`config.mk`:
```
export PLATFORM = sky130hd
export DESIGN_NAME = regfile_wb_demux_flat
export DESIGN_NICKNAME = d
export VERILOG_FILES = /design/src/rtl/regfile_wb_demux_if.sv /design/src/rtl/regfile_wb_demux.sv /design/src/flat_wrapper.sv
export SDC_FILE = /design/constraint.sdc
export NUM_CORES = 1
export LEC_CHECK = 0
export BUFFER_PORTS_ARGS = -buffer_cell sky130_fd_sc_hd__buf_2
export CORE_ASPECT_RATIO = 0.9
export CORE_MARGIN = 2
export CORE_UTILIZATION = 62
export DETAILED_ROUTE_END_ITERATION = 8
export PLACE_DENSITY = 0.79
export SYNTH_ARGS = -nofsm -noshare
export SYNTH_HDL_FRONTEND = slang
export SYNTH_SLANG_ARGS = --single-unit
```
`constraint.sdc`:
```
create_clock -name clk -period 5.4 [get_ports clk]
set_input_delay 0 -clock clk [delete_from_list [all_inputs] [get_ports clk]]
set_output_delay 0 -clock clk [all_outputs]
set_load 0.02 [all_outputs]
```
`src/rtl/regfile_wb_demux_if.sv`:
```
// Register-file bus: one write-back port and two combinational read ports.
interface regfile_wb_demux_if #(
    parameter int unsigned DATA_W = 32,
    parameter int unsigned ADDR_W = 5
);
    logic              wr_en;
    logic [ADDR_W-1:0] wr_addr;
    logic [DATA_W-1:0] wr_data;
    logic [ADDR_W-1:0] rd_addr_0;
    logic [ADDR_W-1:0] rd_addr_1;
    logic [DATA_W-1:0] rd_data_0;
    logic [DATA_W-1:0] rd_data_1;
    logic              wr_ack;

    modport master (
        output wr_en, wr_addr, wr_data, rd_addr_0, rd_addr_1,
        input  rd_data_0, rd_data_1, wr_ack
    );

    modport slave (
        input  wr_en, wr_addr, wr_data, rd_addr_0, rd_addr_1,
        output rd_data_0, rd_data_1, wr_ack
    );
endinterface

```
`src/rtl/regfile_wb_demux.sv`:
```
// MIPS GPR file: 1-to-2**ADDR_W write-back demux, two combinational read ports,
// register 0 hardwired to zero, optional same-cycle write bypass.
module regfile_wb_demux #(
    parameter int unsigned DATA_W       = 32,
    parameter int unsigned ADDR_W       = 5,
    parameter bit          WRITE_BYPASS = 1'b0
) (
    input  logic               clk,
    input  logic               rst,
    regfile_wb_demux_if.slave  bus
);
    localparam int unsigned DEPTH = 2 ** ADDR_W;

    logic [DATA_W-1:0] regs [DEPTH];
    logic [DEPTH-1:0]  wr_sel;
    logic [DATA_W-1:0] rd_0;
    logic [DATA_W-1:0] rd_1;

    // One-hot write enables; register 0 never gets one, and reset suppresses all.
    always_comb begin
        wr_sel = '0;
        if (bus.wr_en && !rst && (bus.wr_addr != '0))
            wr_sel[bus.wr_addr] = 1'b1;
    end

    always_ff @(posedge clk) begin
        if (rst) begin
            for (int unsigned i = 0; i < DEPTH; i++)
                regs[ADDR_W'(i)] <= '0;
            bus.wr_ack <= 1'b0;
        end else begin
            for (int unsigned i = 0; i < DEPTH; i++)
                if (wr_sel[ADDR_W'(i)])
                    regs[ADDR_W'(i)] <= bus.wr_data;
            bus.wr_ack <= |wr_sel;
        end
    end

    // Bypass keys off wr_sel, so it inherits the reset and register-0 gating.
    always_comb begin
        rd_0 = regs[bus.rd_addr_0];
        if (WRITE_BYPASS && wr_sel[bus.rd_addr_0])
            rd_0 = bus.wr_data;
        if (bus.rd_addr_0 == '0)
            rd_0 = '0;
    end

    always_comb begin
        rd_1 = regs[bus.rd_addr_1];
        if (WRITE_BYPASS && wr_sel[bus.rd_addr_1])
            rd_1 = bus.wr_data;
        if (bus.rd_addr_1 == '0)
            rd_1 = '0;
    end

    assign bus.rd_data_0 = rd_0;
    assign bus.rd_data_1 = rd_1;
endmodule

```
`src/flat_wrapper.sv`:
```
// flat-port wrapper written by rule: the top's interface ports become plain ports
module regfile_wb_demux_flat 
#(
    parameter int unsigned DATA_W       = 32,
    parameter int unsigned ADDR_W       = 5,
    parameter bit          WRITE_BYPASS = 1'b0
)
  (clk, rst, bus_wr_en, bus_wr_addr, bus_wr_data, bus_rd_addr_0, bus_rd_addr_1, bus_rd_data_0, bus_rd_data_1, bus_wr_ack);
  regfile_wb_demux_if #(.DATA_W(DATA_W), .ADDR_W(ADDR_W)) bus_i ();
  input  logic clk;
  input  logic rst;
  input wire logic [$bits(bus_i.wr_en)-1:0] bus_wr_en;
  input wire logic [$bits(bus_i.wr_addr)-1:0] bus_wr_addr;
  input wire logic [$bits(bus_i.wr_data)-1:0] bus_wr_data;
  input wire logic [$bits(bus_i.rd_addr_0)-1:0] bus_rd_addr_0;
  input wire logic [$bits(bus_i.rd_addr_1)-1:0] bus_rd_addr_1;
  output wire logic [$bits(bus_i.rd_data_0)-1:0] bus_rd_data_0;
  output wire logic [$bits(bus_i.rd_data_1)-1:0] bus_rd_data_1;
  output wire logic [$bits(bus_i.wr_ack)-1:0] bus_wr_ack;
  assign bus_i.wr_en = bus_wr_en;
  assign bus_i.wr_addr = bus_wr_addr;
  assign bus_i.wr_data = bus_wr_data;
  assign bus_i.rd_addr_0 = bus_rd_addr_0;
  assign bus_i.rd_addr_1 = bus_rd_addr_1;
  assign bus_rd_data_0 = bus_i.rd_data_0;
  assign bus_rd_data_1 = bus_i.rd_data_1;
  assign bus_wr_ack = bus_i.wr_ack;
  regfile_wb_demux #(.DATA_W(DATA_W), .ADDR_W(ADDR_W), .WRITE_BYPASS(WRITE_BYPASS)) u_core (.clk(clk), .rst(rst), .bus(bus_i));
endmodule
```
======== Word level (Yosys, flattened, before mapping) ========
Memory sizes are Yosys's and may differ from the RTL's.
Cells that the tools add are included.
storage, ports and cells
  register bits after elaboration ......... 1
  bits in writable memories ............... 1,024
  input port bits ......................... 50
  logic and storage cells ................. 179
  memories ................................ 1
cells by class
  order comparisons ....................... 2
  mux-type cells .......................... 135
  bitwise logic cells ..................... 32
  reductions and logical operators ........ 8
memory list
  name         words  width  read ports  clocked after Yosys merged registers in  wr ports  line                    source
  u_core.regs  32     32     2           0                                        32        regfile_wb_demux.sv:14  logic [DATA_W-1:0] regs [DEPTH];
operators with widths
  cell                                                                                 number
  32-bit two-way mux                                                                   35
  1-bit two-way mux                                                                    99
  1-bit OR                                                                             32
  32-bit OR reduction                                                                  1
  5-bit zero test                                                                      2
  5-bit by 6-bit less-than comparator with 1-bit output, second input constant         1
  1-bit demux with 5-bit select                                                        1
  5-bit by 1-bit greater-or-equal comparator with 1-bit output, second input constant  1
  5-bit nonzero test                                                                   1
  1-bit logical AND                                                                    3
  1-bit zero test                                                                      1

======== Logic depth before layout (Yosys ltp) ========
  depth in word-level cells ............... 9
  gate-level depth with buffers ........... 9
  mapped depth without buffers ............ 4

======== Worst setup path before layout ========
OpenSTA, ideal clock, no wires.
  kind .................................... input-to-reg
  start point ............................. input port bus_wr_en
  end point ............................... memory u_core.regs[22][0], enable pin
  library setup time ...................... 428 ps
  data arrival time ....................... 2,067 ps
  setup slack ............................. 2,905 ps
  cell stages on the path ................. 3
  buffers on the path ..................... 0
  cells stage by stage .................... nor2b_1 -> nand3b_1 -> o21bai_1
RTL lines
  item             line                    source
  start, declared  flat_wrapper.sv:12      input wire logic [$bits(bus_i.wr_en)-1:0] bus_wr_en;
  end, declared    regfile_wb_demux.sv:14

======== Worst setup path in the final report ========
  start point ............................. input port bus_rd_addr_0[0]
  end point ............................... output port bus_rd_data_0[12]
on the way
  cells in the longest elaborated chain, start to end .. 2
RTL lines
  item                                                          line                    source
  start, declared                                               flat_wrapper.sv:15      input wire logic [$bits(bus_i.rd_addr_0)-1:0] bus_rd_addr_0;
  memory 32 x 32 bit / 5-bit zero test (equally long branches)  --
  32-bit two-way mux (*)                                        regfile_wb_demux.sv:44  if (bus.rd_addr_0 == '0)
  end, declared                                                 flat_wrapper.sv:17      output wire logic [$bits(bus_i.rd_data_0)-1:0] bus_rd_data_0;
Every way passes the cells marked *; elsewhere a longest branch is shown, timed or not.

==> reports/results.md <==
| Quantity | Value |
| --- | --- |
| Status | complete, no violations |
| Fraction of the yosys area taken by sequential cells | 59.8% |
| Number of failing hold endpoints at the final stage | 0 |
| Leak | 19.2 nW |
| # H-tree levels | 3 |
| Layout Nets | 3169 |
| Path class of the lowest-slack min-delay path | in2reg |
| DR DRC count | 0 |
| Sum Neg Setup Slack | 0 ps |
| Maximum capacitance violations | 0 |
| Actual slew at the worst max-slew pin | 1430 ps |
| Number of detailed-routing iterations run before antenna repair | 6 |
| CTS tree | built |
| Crit path top cell by count | sky130_fd_sc_hd__buf_4 |
| Final Routed Wirelength | 160 mm |
| Synthesized instance count | 3052 |
| Type of the setup path with the least slack | in2out |
| Post-synthesis cell area | 51500 um2 |
| Most frequent standard cell in the layout excluding fill and tap cells | sky130_fd_sc_hd__edfxtp_1 |
| Pre-CTS setup slack | 1940 ps |
| Warnings, synthesis | 0 |
| Core region area | 82500 um2 |
| Worst IR drop on VDD | 344 uV |
| Cell with the biggest individual delay on the critical path | sky130_fd_sc_hd__or4_1 |
| Largest stage delay on the critical path | 1130 ps |
| Number of nets with antenna violations after detailed routing | 0 |
| Count of pins on the block boundary | 115 |
| Starting utilization of the core area | 62.4% |
| Count of port buffers added during placement | 114 |
| Crit path cell chain | buf_4 -> buf_4 -> or4_1 -> o21ai_1 -> a311oi_1 -> buf_2 |
| Number of endpoints failing setup at the final stage | 0 |
| CP startpoint kind | input port |
| CP delay by family, top | buffers and inverters |
| Total number of placement rows | 100 |
| Distinct cells, synth | 36 |
| Horizontal die dimension | 308 um |
| Via count | 32536 |
| WP buf/inv | 3 |
| Number of violations reported at the end of detailed-routing iteration 0 | 5516 |
| First-pass GRT wire length | 229 mm |
| Die Ht | 277 um |
| Root buf cell | sky130_fd_sc_hd__clkbuf_16 |
| Floorplan die area | 85300 um2 |
| Number of global-route vias before repair | 32485 |
| WP data arrival | 3750 ps |
| Grt ovf | 0 |
| Antenna violations before repair | 7 |
| Via density | 7.60 |
| Final WS setup | 1650 ps |
| Post-layout minimum cycle time | 3750 ps |
| Relative slew margins | 4.97% |
| Average size of a mapped cell | 16.9 um2 |
| Clock transition at the registers of the reported paths | 60 ps |
| Global-route usage over all layers | 38.0% |
| Half-perimeter wire length of the detailed placement result | 96.2 mm |
| Peak fanout along the critical path | 32 |
| Maximum number of pins on one net before global-route repair | 88 |
| Critical Path RT | 5400 ps |
| Final estimated routing congestion in global placement | 0.919 |
| Fraction of layout cells with a size suffix above 1 | 27.3% |
| Top library cells by usage in the layout, fill and taps aside | sky130_fd_sc_hd__edfxtp_1 (1024), sky130_fd_sc_hd__and2_1 (546), sky130_fd_sc_hd__mux4_2 (448) |
| Register bit count reported by yosys | 1025 |
| CTS sink cnt | 1025 |
| Worst setup EP type | output pin |
| PostCTS Resize Cnt | 0 |
| Unrepaired setup endpoints after global routing | false |
| Average wire length per cell after detail routing | 37.4 um |
| Relative area change from synthesis to final layout | 10.1% |
| Number of buffers created by CTS | 103 |
| Longest Clk Path Bufs | 3 |
| Slew Viols, Final | 0 |
| Period utilisation layout | 69.5% |
| Fmax | 0.266 GHz |
| Power per cell area | 338 nW/um2 |
[Yosys cell counts]
master / number / area [um2]
sky130_fd_sc_hd__a211oi_1: 32 / 240
sky130_fd_sc_hd__a221o_1: 32 / 320
sky130_fd_sc_hd__a221oi_1: 50 / 438
sky130_fd_sc_hd__a22oi_1: 64 / 480
sky130_fd_sc_hd__a311oi_1: 32 / 280
sky130_fd_sc_hd__a31oi_1: 32 / 200
sky130_fd_sc_hd__and2_1: 546 / 3420
sky130_fd_sc_hd__and3b_1: 1 / 8.76
sky130_fd_sc_hd__buf_1: 5 / 18.8
sky130_fd_sc_hd__buf_12: 2 / 40.0
sky130_fd_sc_hd__buf_2: 58 / 290
sky130_fd_sc_hd__buf_4: 36 / 270
sky130_fd_sc_hd__buf_6: 7 / 78.8
sky130_fd_sc_hd__buf_8: 4 / 60.1
sky130_fd_sc_hd__clkbuf_1: 181 / 679
sky130_fd_sc_hd__conb_1: 1 / 3.75
sky130_fd_sc_hd__dfxtp_1: 1 / 20.0
sky130_fd_sc_hd__edfxtp_1: 1024 / 30700
sky130_fd_sc_hd__inv_1: 2 / 7.51
sky130_fd_sc_hd__mux2_2: 32 / 360
sky130_fd_sc_hd__mux2i_1: 192 / 1920
sky130_fd_sc_hd__mux4_2: 448 / 10100
sky130_fd_sc_hd__nand2_1: 33 / 124
sky130_fd_sc_hd__nand2b_1: 1 / 6.26
sky130_fd_sc_hd__nand3_1: 2 / 10.0
sky130_fd_sc_hd__nand3b_1: 5 / 37.5
sky130_fd_sc_hd__nor2_1: 28 / 105
sky130_fd_sc_hd__nor2b_1: 70 / 438
sky130_fd_sc_hd__o2111ai_1: 14 / 123
sky130_fd_sc_hd__o21ai_0: 57 / 285
sky130_fd_sc_hd__o21ai_1: 25 / 125
sky130_fd_sc_hd__o21bai_1: 14 / 105
sky130_fd_sc_hd__o31a_1: 1 / 8.76
sky130_fd_sc_hd__or2_2: 18 / 113
sky130_fd_sc_hd__or3_1: 1 / 6.26
sky130_fd_sc_hd__or4_1: 1 / 7.51
[sequential cells by signal, summed over array words and instances (netlist names)]
name               count
u_core.bus.wr_ack      1
u_core.regs         1024
[repair_timing]
action / CTS / global route
endpoints found under the hold margin: 551 / 0
hold buffers: 35 / 0
buffers inserted: 0 / 0
[per-layer routing]
metal  share of wire [%]  vias up  routed length [um]  track usage [%]
li1                    -    12486                   -                -
met1                  33    16386               52200             49.7
met2                  46     3049               73500             57.6
met3                  15      611               23200             10.8
met4                 7.0        4               11300             21.9
met5               0.012        -                  19                0
[path summary, 6_finish.rpt]
kind | startpoint | endpoint | depth (start not counted)
worst max-delay path | bus_rd_addr_0[0] | bus_rd_data_0[12] | 6
worst min-delay path | bus_wr_addr[4] | u_core.regs[28][21] | 3
[kinds of logic (layout without fill, tap and decap cells)]
group	Yosys count	after routing	synth area share, %
DFF	1025	1025	59.8
and+or+nand+nor	706	706	8.30
muxes	672	672	24.0
AOI/OAI and AO/OA	353	353	5.06
buffers and inverters	295	416	2.81
other	1	40	0.00729
[stage by stage]
step	area [um2]	power [W]	hold WS, ps	util, %	instances
2_1_floorplan	51600	0.0112	132	-	3083
3_3_place_gp	53000	0.0120	423	64.3	4050
3_5_place_dp	53000	0.0121	425	64.3	4050
4_1_cts	56600	0.0190	232	68.7	4275
5_1_grt	56700	0.0195	295	68.7	4279
6_report	56700	0.0191	293	68.7	4283
[cell type report]
cell class | count | area (um2)
Multi-Input combinational cell | 1763 | 19600
Fill cell | 5133 | 25800
Timing Repair Buffer | 224 | 1630
Antenna cell | 8 | 20.0
Sequential cell | 1025 | 30800
Tap cell | 1071 | 1340
Clock buffer | 130 | 2720
Inverter | 2 | 11.3
Clock inverter | 60 | 533
[report_power, final]
group | switching, W | internal [W] | total, W
combinational | 0.00147 | 0.000987 | 0.00246
clock | 0.00305 | 0.00399 | 0.00704
sequential | 0.000297 | 0.00934 | 0.00964
No activity file was read; power rests on OpenSTA's default activity.
